### src/rtl/kiwi_monitor_pkg.sv
// Shared types and constants for the kiwi run monitor.
// Syndrome encodings, completion causes and the default timeout code.
package kiwi_monitor_pkg;

  typedef enum logic [1:0] {
    CAUSE_NONE     = 2'd0,
    CAUSE_SYNDROME = 2'd1,
    CAUSE_TIMEOUT  = 2'd2
  } done_cause_e;

  // Replicated to SYND_W: all-zero is running, all-ones is idle.
  localparam logic SYND_RUNNING = 1'b0;
  localparam logic SYND_IDLE    = 1'b1;

  localparam int unsigned TIMEOUT_CODE_DEF = 32'h0000_00FE;

endpackage

### src/rtl/kiwi_abend_debounce.sv
// One syndrome channel: raw finish detect, settle shifter and
// the register holding the last non-idle syndrome seen.
module kiwi_abend_debounce
  import kiwi_monitor_pkg::*;
#(
  parameter int DEBOUNCE = 8,
  parameter bit STICKY   = 1'b1,
  parameter int SYND_W   = 8
) (
  input  logic              i_clk,
  input  logic              i_rst_n,
  input  logic              i_run,
  input  logic              i_clear,
  input  logic              i_enable,
  input  logic [SYND_W-1:0] i_syn,
  output logic              o_settled,
  output logic [SYND_W-1:0] o_last_code
);

  localparam logic [SYND_W-1:0] L_RUN  = {SYND_W{SYND_RUNNING}};
  localparam logic [SYND_W-1:0] L_IDLE = {SYND_W{SYND_IDLE}};

  logic                w_fin;
  logic                w_head;
  logic [DEBOUNCE-1:0] w_sh_nxt;
  logic [DEBOUNCE-1:0] r_sh;
  logic [SYND_W-1:0]   r_code;

  assign w_fin = i_enable
              && (i_syn != L_RUN)
              && (i_syn != L_IDLE);

  // Sticky mode keeps feeding a one once any finish was seen.
  assign w_head = STICKY ? (r_sh[0] | w_fin) : w_fin;

  generate
    if (DEBOUNCE == 1) begin : g_one
      assign w_sh_nxt = w_head;
    end else begin : g_many
      assign w_sh_nxt = {r_sh[DEBOUNCE-2:0], w_head};
    end
  endgenerate

  always_ff @(posedge i_clk or negedge i_rst_n) begin
    if (!i_rst_n) begin
      r_sh   <= '0;
      r_code <= '0;
    end else if (i_clear) begin
      r_sh   <= '0;
      r_code <= '0;
    end else if (i_run) begin
      r_sh <= i_enable ? w_sh_nxt : '0;
      if (w_fin) begin
        r_code <= i_syn;
      end
    end
  end

  assign o_settled   = STICKY ? r_sh[DEBOUNCE-1] : (&r_sh);
  assign o_last_code = r_code;

endmodule

### src/rtl/kiwi_run_monitor.sv
// Multi-channel run monitor: debounced syndrome finish, cycle
// timeout and first-completion capture behind one done/code port.
module kiwi_run_monitor
  import kiwi_monitor_pkg::*;
#(
  parameter int          NCH          = 4,
  parameter int          SYND_W       = 8,
  parameter int          DEBOUNCE     = 8,
  parameter bit          STICKY       = 1'b1,
  parameter int unsigned TIMEOUT      = 1000000,
  parameter int          TICK_W       = 32,
  parameter int unsigned TIMEOUT_CODE = TIMEOUT_CODE_DEF
) (
  input  logic                    my_clock,
  input  logic                    my_reset,
  input  logic [NCH*SYND_W-1:0]   hpr_abend_syndrome,
  input  logic [NCH-1:0]          ch_enable,
  input  logic                    clear,
  output logic                    done,
  output logic [1:0]              done_cause,
  output logic [((NCH>1)?$clog2(NCH):1)-1:0] done_channel,
  output logic [SYND_W-1:0]       done_code,
  output logic [TICK_W-1:0]       clock_ticks,
  output logic [NCH-1:0]          ch_finished
);

  localparam int CW = (NCH > 1) ? $clog2(NCH) : 1;

  localparam logic [0:0] ST_RUN  = 1'b0;
  localparam logic [0:0] ST_DONE = 1'b1;

  localparam logic [SYND_W-1:0] L_RUN  = {SYND_W{SYND_RUNNING}};
  localparam logic [SYND_W-1:0] L_IDLE = {SYND_W{SYND_IDLE}};
  localparam logic [SYND_W-1:0] L_TO_CODE = SYND_W'(TIMEOUT_CODE);
  localparam logic [TICK_W:0]   L_TO = (TICK_W+1)'(TIMEOUT);

  logic [0:0]        r_state;
  logic              r_done;
  done_cause_e       r_cause;
  logic [CW-1:0]     r_chan;
  logic [SYND_W-1:0] r_code;
  logic [TICK_W-1:0] r_ticks;

  logic              w_run;
  logic [NCH-1:0]    w_settled;
  logic [SYND_W-1:0] w_last [NCH];
  logic              w_hit;
  logic [CW-1:0]     w_sel;
  logic [SYND_W-1:0] w_s;
  logic [SYND_W-1:0] w_cap;
  logic              w_to_hit;

  assign w_run = (r_state == ST_RUN);

  generate
    for (genvar c = 0; c < NCH; c++) begin : g_ch
      kiwi_abend_debounce #(
        .DEBOUNCE (DEBOUNCE),
        .STICKY   (STICKY),
        .SYND_W   (SYND_W)
      ) u_db (
        .i_clk       (my_clock),
        .i_rst_n     (my_reset),
        .i_run       (w_run),
        .i_clear     (clear),
        .i_enable    (ch_enable[c]),
        .i_syn       (hpr_abend_syndrome[c*SYND_W +: SYND_W]),
        .o_settled   (w_settled[c]),
        .o_last_code (w_last[c])
      );
    end
  endgenerate

  // Walk downwards so the lowest settled index is the last to win.
  always_comb begin
    w_hit = 1'b0;
    w_sel = '0;
    w_s   = '0;
    w_cap = '0;
    for (int c = NCH - 1; c >= 0; c--) begin
      if (w_settled[c]) begin
        w_hit = 1'b1;
        w_sel = CW'(c);
        w_s   = hpr_abend_syndrome[c*SYND_W +: SYND_W];
        w_cap = ((w_s == L_RUN) || (w_s == L_IDLE)) ? w_last[c] : w_s;
      end
    end
  end

  assign w_to_hit = (TIMEOUT != 0)
                 && (({1'b0, r_ticks} + (TICK_W+1)'(1)) == L_TO);

  always_ff @(posedge my_clock or negedge my_reset) begin
    if (!my_reset) begin
      r_state <= ST_RUN;
      r_done  <= 1'b0;
      r_cause <= CAUSE_NONE;
      r_chan  <= '0;
      r_code  <= '0;
      r_ticks <= '0;
    end else if (clear) begin
      r_state <= ST_RUN;
      r_done  <= 1'b0;
      r_cause <= CAUSE_NONE;
      r_chan  <= '0;
      r_code  <= '0;
      r_ticks <= '0;
    end else if (r_state == ST_RUN) begin
      if (r_ticks != '1) begin
        r_ticks <= r_ticks + TICK_W'(1);
      end
      if (w_hit) begin
        r_state <= ST_DONE;
        r_done  <= 1'b1;
        r_cause <= CAUSE_SYNDROME;
        r_chan  <= w_sel;
        r_code  <= w_cap;
      end else if (w_to_hit) begin
        r_state <= ST_DONE;
        r_done  <= 1'b1;
        r_cause <= CAUSE_TIMEOUT;
        r_chan  <= '0;
        r_code  <= L_TO_CODE;
      end
    end
  end

  assign done         = r_done;
  assign done_cause   = r_cause;
  assign done_channel = r_chan;
  assign done_code    = r_code;
  assign clock_ticks  = r_ticks;
  assign ch_finished  = w_settled;

endmodule
### config.mk
export PLATFORM = sky130hd
export DESIGN_NAME = kiwi_run_monitor
export DESIGN_NICKNAME = d
export VERILOG_FILES = /design/src/rtl/kiwi_monitor_pkg.sv /design/src/rtl/kiwi_abend_debounce.sv /design/src/rtl/kiwi_run_monitor.sv
export SDC_FILE = /design/constraint.sdc
export NUM_CORES = 1
export LEC_CHECK = 0
export ABC_AREA = 0
export BUFFER_PORTS_ARGS = -buffer_cell sky130_fd_sc_hd__buf_4
export CAP_MARGIN = 10
export CORE_MARGIN = 4
export CORE_UTILIZATION = 46
export CTS_CLUSTER_DIAMETER = 100
export DETAILED_ROUTE_END_ITERATION = 8
export MAX_ROUTING_LAYER = met4
export PLACE_DENSITY = 0.66
export SYNTH_ARGS = -nofsm -noshare
export SYNTH_HDL_FRONTEND = slang
export SYNTH_HIERARCHICAL = 1
export SYNTH_SLANG_ARGS = --single-unit
### constraint.sdc
create_clock -name my_clock -period 4.85 [get_ports my_clock]
set_input_delay 0 -clock my_clock [delete_from_list [all_inputs] [get_ports my_clock]]
set_output_delay 0 -clock my_clock [all_outputs]
set_load 0.05 [all_outputs]
Word-level counts from Yosys, hierarchy flattened

Index checks and enable logic that the tools add are counted.

Register bits after elaboration: 110
Bits in latches: 0
Memory bits (writable): 0
Bits in read-only memories: 0
Bits of input ports: 39
Output and inout port bits: 49
Word-level logic and storage cells: 126
Memories kept: 0

Add/subtract/negate cells: 2
Multipliers: 0
Div/mod/pow operators: 0
Magnitude comparators: 0
Equal/unequal tests: 11
Shift operators: 0
Mux-type cells: 63
Bitwise gates (word level): 4
Reduce and logical (&&, ||, !) cells: 32

Operator list:

| cell                  | count |
|---|---|
| $mux 8                | 36 |
| $mux 32               | 3 |
| $add 32x1->33 const B | 1 |
| $eq 33x20->1 const B  | 1 |
| $add 32x1->32 const B | 1 |
| $eq 8x8->1 const B    | 4 |
| $logic_not 8->1       | 4 |
| $ne 32x32->1 const B  | 1 |
| $ne 8x8->1 const B    | 4 |
| $reduce_bool 8->1     | 4 |
| $mux 2                | 12 |
| $mux 1                | 12 |
| $reduce_and 2->1      | 6 |
| $reduce_bool 2->1     | 5 |
| $logic_and 1x1->1     | 8 |
| $logic_or 1x1->1      | 4 |
| $or 1x1->1            | 4 |
| $reduce_bool 3->1     | 1 |
| $ne 2x2->1 const B    | 1 |

Longest topological paths before layout

Gate-level depths: netlist of run 1.

Word-level depth: 10
Gate-level depth with buffers: 11
Mapped depth without buffers: 9

Modules after synthesis

The synthesis of run 1 kept the hierarchy.

By module, submodules not included:

| module              | instances | cells each | area each (µm²) | seq. area each (µm²) |
|---|---|---|---|---|
| kiwi_run_monitor    | 1         | 434        | 3,602.2         | 1,151.1 |
| kiwi_abend_debounce | 4         | 72         | 754.5           | 400.4 |

Worst setup path after synthesis of run 1

OpenSTA, ideal clock, no wires.

Path type: flip-flop to flip-flop
Start point: register r_ticks[0], in the netlist clock_ticks[0]
End point: register r_code[0], in the netlist done_code[0]
Setup time: 0.125 ns
Data arrival time: 3.742 ns
Data required time: 4.725 ns
Setup slack: 0.983 ns
Cell stages (with the launch flop): 11
Path buffers: 1
Clock period less this slack: 3.867 ns
Path through: dfrtp_1 ha_1 nand3_2 nor4_2 xnor2_1 or4_1 or4_1 or4_1 buf_2 a21oi_4 mux2_2

Word-level cells in the longest chain between the ends: 4

RTL lines:

| item                        | RTL line                | text |
|---|---|---|
| start, declared             | kiwi_run_monitor.sv:42  | `logic [TICK_W-1:0] r_ticks;` |
| start signal, assigned      | kiwi_run_monitor.sv:110 | `r_ticks <= r_ticks + TICK_W'(1);` |
| $add 32x1->33               | kiwi_run_monitor.sv:91  | `&& (({1'b0, r_ticks} + (TICK_W+1)'(1)) == L_TO);` |
| $eq 33x20->1                | kiwi_run_monitor.sv:91  |  |
| $reduce_bool 3->1 (no line) | n/a                     |  |
| $reduce_and 2->1 (no line)  | n/a                     |  |
| end signal, assigned        | kiwi_run_monitor.sv:117 | `r_code <= w_cap;` |
| end, declared               | kiwi_run_monitor.sv:41  | `logic [SYND_W-1:0] r_code;` |

Every way passes these cells.
A chain may end at the register's enable or synchronous reset.

Final worst setup path of run 1

Start point: register r_ticks[0], in the netlist clock_ticks[0]
End point: register r_code[2], in the netlist done_code[2]

The elaborated chain is that of the path after synthesis.

==> results.cfg, run 1 <==
[outcome]
status = complete, no violations

[route]
drcViolationCount = 0
drt_iter0_markers = 604
viasPerCell = 6.066
drt-wirelength-per-cell_um = 17.80
routed_wirelength_um = 17320
drtAntennaViolNets = 0
vias = 5902
dr.pass1.iters = 5

[logic_synthesis]
syn-num-nets = 763
synthArstFlopShare = 1.000
synth.area.top_cells = dfrtp_1, nor3b_1, nand3_1
synth.top_cell.area_share = 0.4158
ys_ff_latch = 110
yosysTopAreaCell = dfrtp_1
synthCells = 722
synth_edf_count = 0
synth_flop_cell = dfrtp_1
yosysWarnings = 6
ys_types = 66
syn_area_per_cell_um2 = 9.169
netlist_area_um2 = 6620
ys_seq_area_frac = 0.4158

[setup_path]
path_class = flop to flop
crit_path_start = clock_ticks[0]
critPathMaxFanout = 10
critPathArrivalTime_ns = 4.23
r2r-start = clock_ticks[0]
r2r-end = done_code[2]
critPathCapture = done_code[2]
reg2reg_slack_ns = 0.87
cp.required_ns = 5.10
crit_path_start_kind = flop
end_kind = flop
rr_worst_depth = 9

[timing]
hold_viol = 0
fin_tns_setup_ns = 0
worst_slew_pin_slew_ns = 1.098
rsz0062_at_grt = no
max_freq_mhz = 251.2
clock_skew_ns = 0.009610
report.final.slew_viol_count = 0
fin_crit_sh = 0.8207
min_period_ns = 3.980
max_slew_margin = 0.2614
setup_viol = 0

[global_route]
grt_pass1_wl_um = 28500
gr-total-overflow = 0
grtUsageTotal = 0.2213
antenna_found_initial = 0
grt_pass1_vias = 5412
grt_max_degree = 72

[layout]
fin_area_um2 = 7729
final_cells = 973
final_util = 0.5525
layout-drive-gt1-share = 0.1980
fillCellCount = 1279
fin_nets = 829
area_growth_pct = 16.75
n_antenna_cell = 0

[die]
io_pins = 88
die_y_um = 128.0
coreArea_um2 = 13990
die_x_um = 128.0
die_area_um2 = 16380
start_util = 0.4733
row_count = 43

[clock_tree]
cts_buffers = 9
postCtsSetupBuffers = 0
clkTransAtPathRegs_ns = 0.08
clk_latency_ns = 0.35
clock_sinks = 110
cts_tree = yes
cts_buffer_depth = 2
ctsRootBufferMaster = clkbuf_16
cts_htree_levels = 3

[power]
power.density_nw_per_um2 = 256.3
power_leakage_nw = 3.269
p_sw_mw = 0.5008
p_comb_frac = 0.106
p_total_mw = 1.981
p_seq_frac = 0.486
vdd_drop_max_v = 0.0001872
internal-power_mw = 1.480
p_clk_frac = 0.408
sw_frac_of_total = 0.2528

[placed_design]
dpl_cell_area_um2 = 7357
dp_cells = 952
io_buffers = 87
detailed_place_hpwl_um = 12440
gp_congestion = 0.9005

[worst_hold_path]
hp-class = input pin to flop

[job]
cap_violations = 0
-- critical path, stage by stage (launching register included) --
cell and delay (ns):
dfrtp_1 0.48, ha_1 0.27, nand3_2 0.25, nor4_4 0.57
xnor2_1 0.13, or4_1 0.40, or4_1 0.41, or4_1 0.68
a21oi_4 0.30, mux2_2 0.37
-- power by group through the flow --
stage          Combinational (mW)  Clock (mW)  Sequential, mW
6_report                    0.210       0.809           0.962
5_1_grt                     0.230       0.866           0.965
4_1_cts                     0.211       0.826           0.962
3_5_place_dp                0.208           0           0.980
3_3_place_gp                0.203           0           0.978
2_1_floorplan              0.0917           0           0.998
-- routing by layer --
metal / vias to the layer above / track usage / share of wire
li1: 2812 / - / -
met1: 2908 / 0.3277 / 0.48
met2: 164 / 0.3198 / 0.45
met3: 18 / 0.02458 / 0.051
met4: 0 / 0.06742 / 0.017
met5: - / - / 0
-- area by class of cell --
class,instances,area [um2],share of cell area
multi-input combinational,554,3625,0.4690
clock inverter,6,92.59,0.01198
sequential,110,2753,0.3562
clock buffer,10,229.0,0.02963
timing repair buffer,98,748.2,0.09681
inverter,15,56.30,0.007285
tap,180,225.2,0.02914
-- sequential cells by signal, summed over array words and instances, names as in the netlist --
| name | count |
|---|---|
| done_code | 8 |
| clock_ticks | 32 |
| done_channel | 2 |
| done_cause | 2 |
| r_state | 1 |
| done | 1 |
| g_ch.u_db/r_sh | 32 |
| g_ch.u_db/o_last_code | 32 |
-- how the worst min path moves through the flow --
stage	start	slack [ns]	end	cells after the start
after floorplan	my_reset	-0.30	clock_ticks[0]	0
after global placement	my_reset	0.17	clock_ticks[5]	1
after detailed placement	my_reset	0.19	clock_ticks[3]	1
after CTS	hpr_abend_syndrome[11]	0.07	g_ch[1].u_db/o_last_code[3]	3
after global routing	hpr_abend_syndrome[28]	0.08	g_ch[3].u_db/o_last_code[4]	3
final	hpr_abend_syndrome[11]	0.08	g_ch[1].u_db/o_last_code[3]	3
-- kinds of logic after synthesis --
logic type,synth area share
fa+ha+maj,0.003779
flops,0.4158
mux,0.02703
compound gates,0.1790
xor+xnor,0.05027
buf+inv,0.03666
simple gates,0.2875
-- timing repair --
action                    4_1_cts  5_1_grt
hold buffers                    5        0
gates resized for setup         0        0
hold endpoints to repair       98        0
-- cells in the final DEF (no fill, tap or decap), types with 7 or more instances in the layout --
master and instances:
a21oi_1 46, o21bai_1 16, nand4_1 32, nor3b_1 37, buf_4 93, xnor2_1 17, xor2_1 21, nand2_1 59
nand2b_1 20, o21ai_0 14, or4_1 9, dfrtp_1 110, nor4_1 21, nand3_1 47, inv_1 15, mux2_2 7
clkbuf_16 9, mux2i_1 10, nor3_1 15, nor2_1 62, a31o_2 16, a211oi_1 11
-- synth_stat cells (4+ instances only) --
cell type,n
a21o_4,4
buf_2,14
mux2i_1,10
xnor2_1,17
a21oi_1,46
nand4_1,32
nand2_1,59
or2_2,4
nand4b_1,4
and4_1,4
xor2_1,21
dfrtp_1,110
nor3_1,15
nand2b_1,20
clkbuf_1,26
nor2_1,62
mux2_2,7
a31o_2,16
o22a_1,5
or4_1,9
o21bai_1,16
nand4_2,4
nand3_1,47
o211ai_4,4
inv_1,15
a211oi_1,11
o21ai_0,14
nor4_1,21
and3_1,4
nor3b_1,37
-- metrics by stage --
step                setup WS, ns  hold WS, ns
global placement           1.006       0.1750
CTS                       0.8747      0.06862
finish                    0.8695      0.07994
detailed placement        0.8892       0.1894
floorplan                 0.9832      -0.2956
global route              0.6832      0.07702
Note: power is estimated with default switching activity, not from simulation.
==> run 2, diff against run 1 <==
==> constraint.sdc (replaced) <==
create_clock -name my_clock -period 3.7 [get_ports my_clock]
set_input_delay 0 -clock my_clock [delete_from_list [all_inputs] [get_ports my_clock]]
set_output_delay 0 -clock my_clock [all_outputs]
set_load 0.05 [all_outputs]
==> results.cfg, run 2 (synthesis results as in run 1) <==
[outcome]
status = complete, no violations

[clock_tree]
cts_htree_levels = 3
cts_buffers = 9
cts_tree = yes
clock_sinks = 110
cts_buffer_depth = 2
clk_latency_ns = 0.36
ctsRootBufferMaster = clkbuf_16
clkTransAtPathRegs_ns = 0.07

[layout]
final_common_cell = buf_4
layout-drive-gt1-share = 0.2237
area_growth_pct = 18.98
fin_nets = 845
n_antenna_cell = 0
fillCellCount = 1269
fin_area_um2 = 7876
layout_common_cells = buf_4, dfrtp_1, nor2_1

[route]
drt-wirelength-per-cell_um = 18.10
routed_wirelength_um = 17900
viasPerCell = 6.090
vias = 6023
dr.pass1.iters = 6
drt_iter0_markers = 616
drcViolationCount = 0
drtAntennaViolNets = 0

[power]
power.density_nw_per_um2 = 333.0
vdd_drop_max_v = 0.0002135
power_leakage_nw = 3.350

[setup_path]
end_kind = flop
critPathMaxFanout = 8
r2r-end = done_code[2]
crit_path_start = clock_ticks[1]
critPathCapture = done_code[2]
r2r-start = clock_ticks[1]
reg2reg_slack_ns = 0.15
cp.required_ns = 3.94
rr_worst_depth = 9
path_class = flop to flop
critPathArrivalTime_ns = 3.80
crit_path_start_kind = flop

[global_route]
grtUsageTotal = 0.2276
grt_max_degree = 77
antenna_found_initial = 0
gr-total-overflow = 0
grt_pass1_vias = 5764
grt_pass1_wl_um = 29390

[timing]
setup_viol = 0
rsz0062_at_grt = no
fin_tns_setup_ns = 0
worst_slew_pin_slew_ns = 0.8070
hold_viol = 0
max_slew_margin = 0.4620
clock_skew_ns = 0.008428
max_freq_mhz = 281.5
report.final.slew_viol_count = 0
min_period_ns = 3.552
fin_crit_sh = 0.9601

[placed_design]
gp_congestion = 0.9207
detailed_place_hpwl_um = 12990
io_buffers = 87
dpl_cell_area_um2 = 7475

[die]
die_area_um2 = 16380
start_util = 0.4733
die_y_um = 128.0
coreArea_um2 = 13990
row_count = 43
die_x_um = 128.0
io_pins = 88

[job]
cap_violations = 0

[worst_hold_path]
hp-class = input pin to flop
hold_start = hpr_abend_syndrome[19]
==> run 2: cell types whose count changed in the layout (fill, tap and decap cells not counted), sizes merged <==
cell	before	now
buf	93	109
==> run 2: routing by layer <==
layer	global-route usage	vias to the layer above	routed length (um)
li1	-	2857	-
met5	-	-	0
met3	0.02917	30	832
met4	0.07865	0	366
met2	0.3506	171	8560
met1	0.3120	2965	8140
==> run 2: critical path: stages, from the launching register on <==
cell	delay (ns)
dfrtp_2	0.44
ha_2	0.25
nand3_2	0.15
nor4_2	0.33
xnor2_1	0.13
or4_1	0.51
or4_1	0.41
or4_4	0.57
a21oi_4	0.28
mux2_2	0.37
==> run 2: repair_timing <==
| action | in CTS | in global routing |
|---|---|---|
| endpoints found under the hold margin | 60 | 0 |
| endpoints found under the setup margin | 0 | 3 |
| resized for setup | 0 | 3 |
| buffers inserted | 0 | 1 |
| hold buffers | 5 | 0 |
==> run 2: layout make-up <==
cell class,count,area [um2],area share
clock buffer,10,239.0,0.03034
clock inverter,6,92.59,0.01176
inverter,15,56.30,0.007149
multi-input combinational,554,3637,0.4618
sequential,110,2758,0.3501
tap,180,225.2,0.02859
timing repair buffer,114,868.3,0.1102
==> run 2: power breakdown <==
group          leakage, nW  switching (mW)  internal, mW
combinational         1.70           0.174         0.108
clock                0.161           0.462         0.618
sequential            1.49          0.0247          1.24
==> run 2: how the worst min path moves through the flow <==
stage                                              to  slack, ns  depth (start not counted)
after floorplan                        clock_ticks[0]      -0.30                          0
after global placement                 clock_ticks[3]      -0.03                          1
after detailed placement               clock_ticks[3]      -0.01                          1
after CTS                 g_ch[3].u_db/o_last_code[6]       0.07                          3
after global routing      g_ch[3].u_db/o_last_code[6]       0.08                          3
final                     g_ch[2].u_db/o_last_code[3]       0.07                          3
==> run 2: per-stage QoR <==
stage            util  total power, mW  cells  setup WS (ns)  hold WS (ns)
5_1_grt        0.5631            2.731    989        0.04356       0.07762
6_report       0.5631            2.623    989         0.1476       0.07322
3_3_place_gp   0.5343            1.551    967         0.1708      -0.02516
3_5_place_dp   0.5343            1.561    967        0.06246      -0.01347
2_1_floorplan       -            1.429    722       0.006604       -0.2956
4_1_cts        0.5616            2.653    988        0.04836       0.06734
==> run 3, diff against run 2 <==
--- a/config.mk
+++ b/config.mk
@@ -10,9 +10,7 @@
 export CAP_MARGIN = 10
 export CORE_MARGIN = 4
 export CORE_UTILIZATION = 46
-export CTS_CLUSTER_DIAMETER = 100
 export DETAILED_ROUTE_END_ITERATION = 8
-export MAX_ROUTING_LAYER = met4
 export PLACE_DENSITY = 0.66
 export SYNTH_ARGS = -nofsm -noshare
 export SYNTH_HDL_FRONTEND = slang
==> results.cfg, run 3 (synthesis results as in run 1) <==
[worst_hold_path]
hp-class = input pin to flop
hold_path_end = g_ch[2].u_db/o_last_code[3]
holdPathStages = 3
hold_start = hpr_abend_syndrome[19]

[timing]
max_slew_margin = 0.4632
min_period_ns = 3.547
fin_crit_sh = 0.9586
hold_viol = 0
setup_viol = 0
hold_slack_ns = 0.07086
rsz0062_at_grt = no
fin_tns_setup_ns = 0
report.final.slew_viol_count = 0
clock_skew_ns = 0.005536
worst_slew_pin_slew_ns = 0.8051
max_freq_mhz = 281.9

[global_route]
grt_max_degree = 77
gr-total-overflow = 0
grtUsageTotal = 0.2202
antenna_found_initial = 0
grt_pass1_wl_um = 29350
grt_pass1_vias = 5664

[layout]
final_common_cell = buf_4
fin_area_um2 = 7836
area_growth_pct = 18.37
layout-drive-gt1-share = 0.2235
fin_nets = 846
n_antenna_cell = 0
layout_common_cells = buf_4, dfrtp_1, nor2_1

[setup_path]
r2r-start = clock_ticks[1]
path_class = flop to flop
critPathArrivalTime_ns = 3.79
crit_path_start_kind = flop
end_kind = flop
cp.required_ns = 3.94
reg2reg_slack_ns = 0.15
critPathMaxFanout = 8
r2r-end = done_code[1]
rr_worst_depth = 9

[route]
routed_wirelength_um = 17630
top_layer = met4
drtAntennaViolNets = 0
met1Wirelength_um = 8256
routed-wl-met3_um = 1006
viasPerCell = 6.117
drt_iter0_markers = 581
drcViolationCount = 0
vias = 6056
drt-wirelength-per-cell_um = 17.81
dr.pass1.iters = 5
dr_wl_met2_um = 8013

[job]
cap_violations = 0

[placed_design]
dpl_cell_area_um2 = 7482
gp_congestion = 0.9052
io_buffers = 87
detailed_place_hpwl_um = 12790

[power]
power.density_nw_per_um2 = 315.0
power_leakage_nw = 3.346
vdd_drop_max_v = 0.0002262

[die]
die_x_um = 128.0
coreArea_um2 = 13990
die_area_um2 = 16380
row_count = 43
start_util = 0.4733
die_y_um = 128.0
io_pins = 88

[clock_tree]
cts_tree = yes
ctsRootBufferMaster = clkbuf_16
clock_sinks = 110
clkTransAtPathRegs_ns = 0.07
cts_buffers = 9
cts_htree_levels = 3
clk_latency_ns = 0.36
cts_buffer_depth = 2

[outcome]
status = complete, no violations
[run 3: per-layer routing]
layer  global-route usage  vias up
met2               0.3327      215
met3              0.03083       35
li1                     -     2845
met5                    0        -
met4              0.07179        0
met1               0.3265     2961
[run 3: final cells by class]
cell class	instances	area, um2
inverter	15	56.30
clock inverter	6	46.29
fill	1288	6152
timing repair buffer	115	875.8
tap	180	225.2
sequential	110	2758
clock buffer	10	229.0
multi-input combinational	554	3646
[run 3: metrics by stage]
stage                     total power, mW  setup WS (ns)    util  std cells
after detailed placement            1.560        0.07174  0.5349        968
after floorplan                     1.429       0.006604       -        722
after CTS                           2.490        0.05658  0.5581        989
after global placement              1.551         0.1676  0.5349        968
final                               2.468         0.1532  0.5602        990
after global routing                2.578       0.009738  0.5602        990
[run 3: critical path: stages, from the launching register on]
cell and delay [ns]:
dfrtp_2 0.44, ha_2 0.24, nand3_2 0.16, nor4_4 0.34
xnor2_1 0.13, or4_1 0.52, or4_1 0.41, or4_4 0.57
a21oi_4 0.27, mux2_2 0.36
[run 3: repair_timing]
item / CTS / global route
setup endpoints to repair: 0 / 4
hold buffers: 5 / 0
endpoints found under the hold margin: 89 / 0
resized for setup: 0 / 4
buffers inserted: 0 / 1
[run 3: where the power goes]
group	internal (mW)	switching [mW]	total, mW
Clock	0.463	0.465	0.928
Sequential	1.24	0.0248	1.26
Combinational	0.107	0.173	0.280
Total	1.81	0.663	2.47
[run 3: how the worst max path moves through the flow]
stage | start | cells past startpoint | slack [ns] | end
finish | clock_ticks[1] | 9 | 0.15 | done_code[1]
CTS | clock_ticks[1] | 9 | 0.06 | done_code[1]
floorplan | clock_ticks[12] | 10 | 0.007 | done_code[0]
global placement | clock_ticks[1] | 9 | 0.17 | done_code[1]
global route | clock_ticks[1] | 9 | 0.01 | done_code[2]
detailed placement | clock_ticks[1] | 9 | 0.07 | done_code[1]
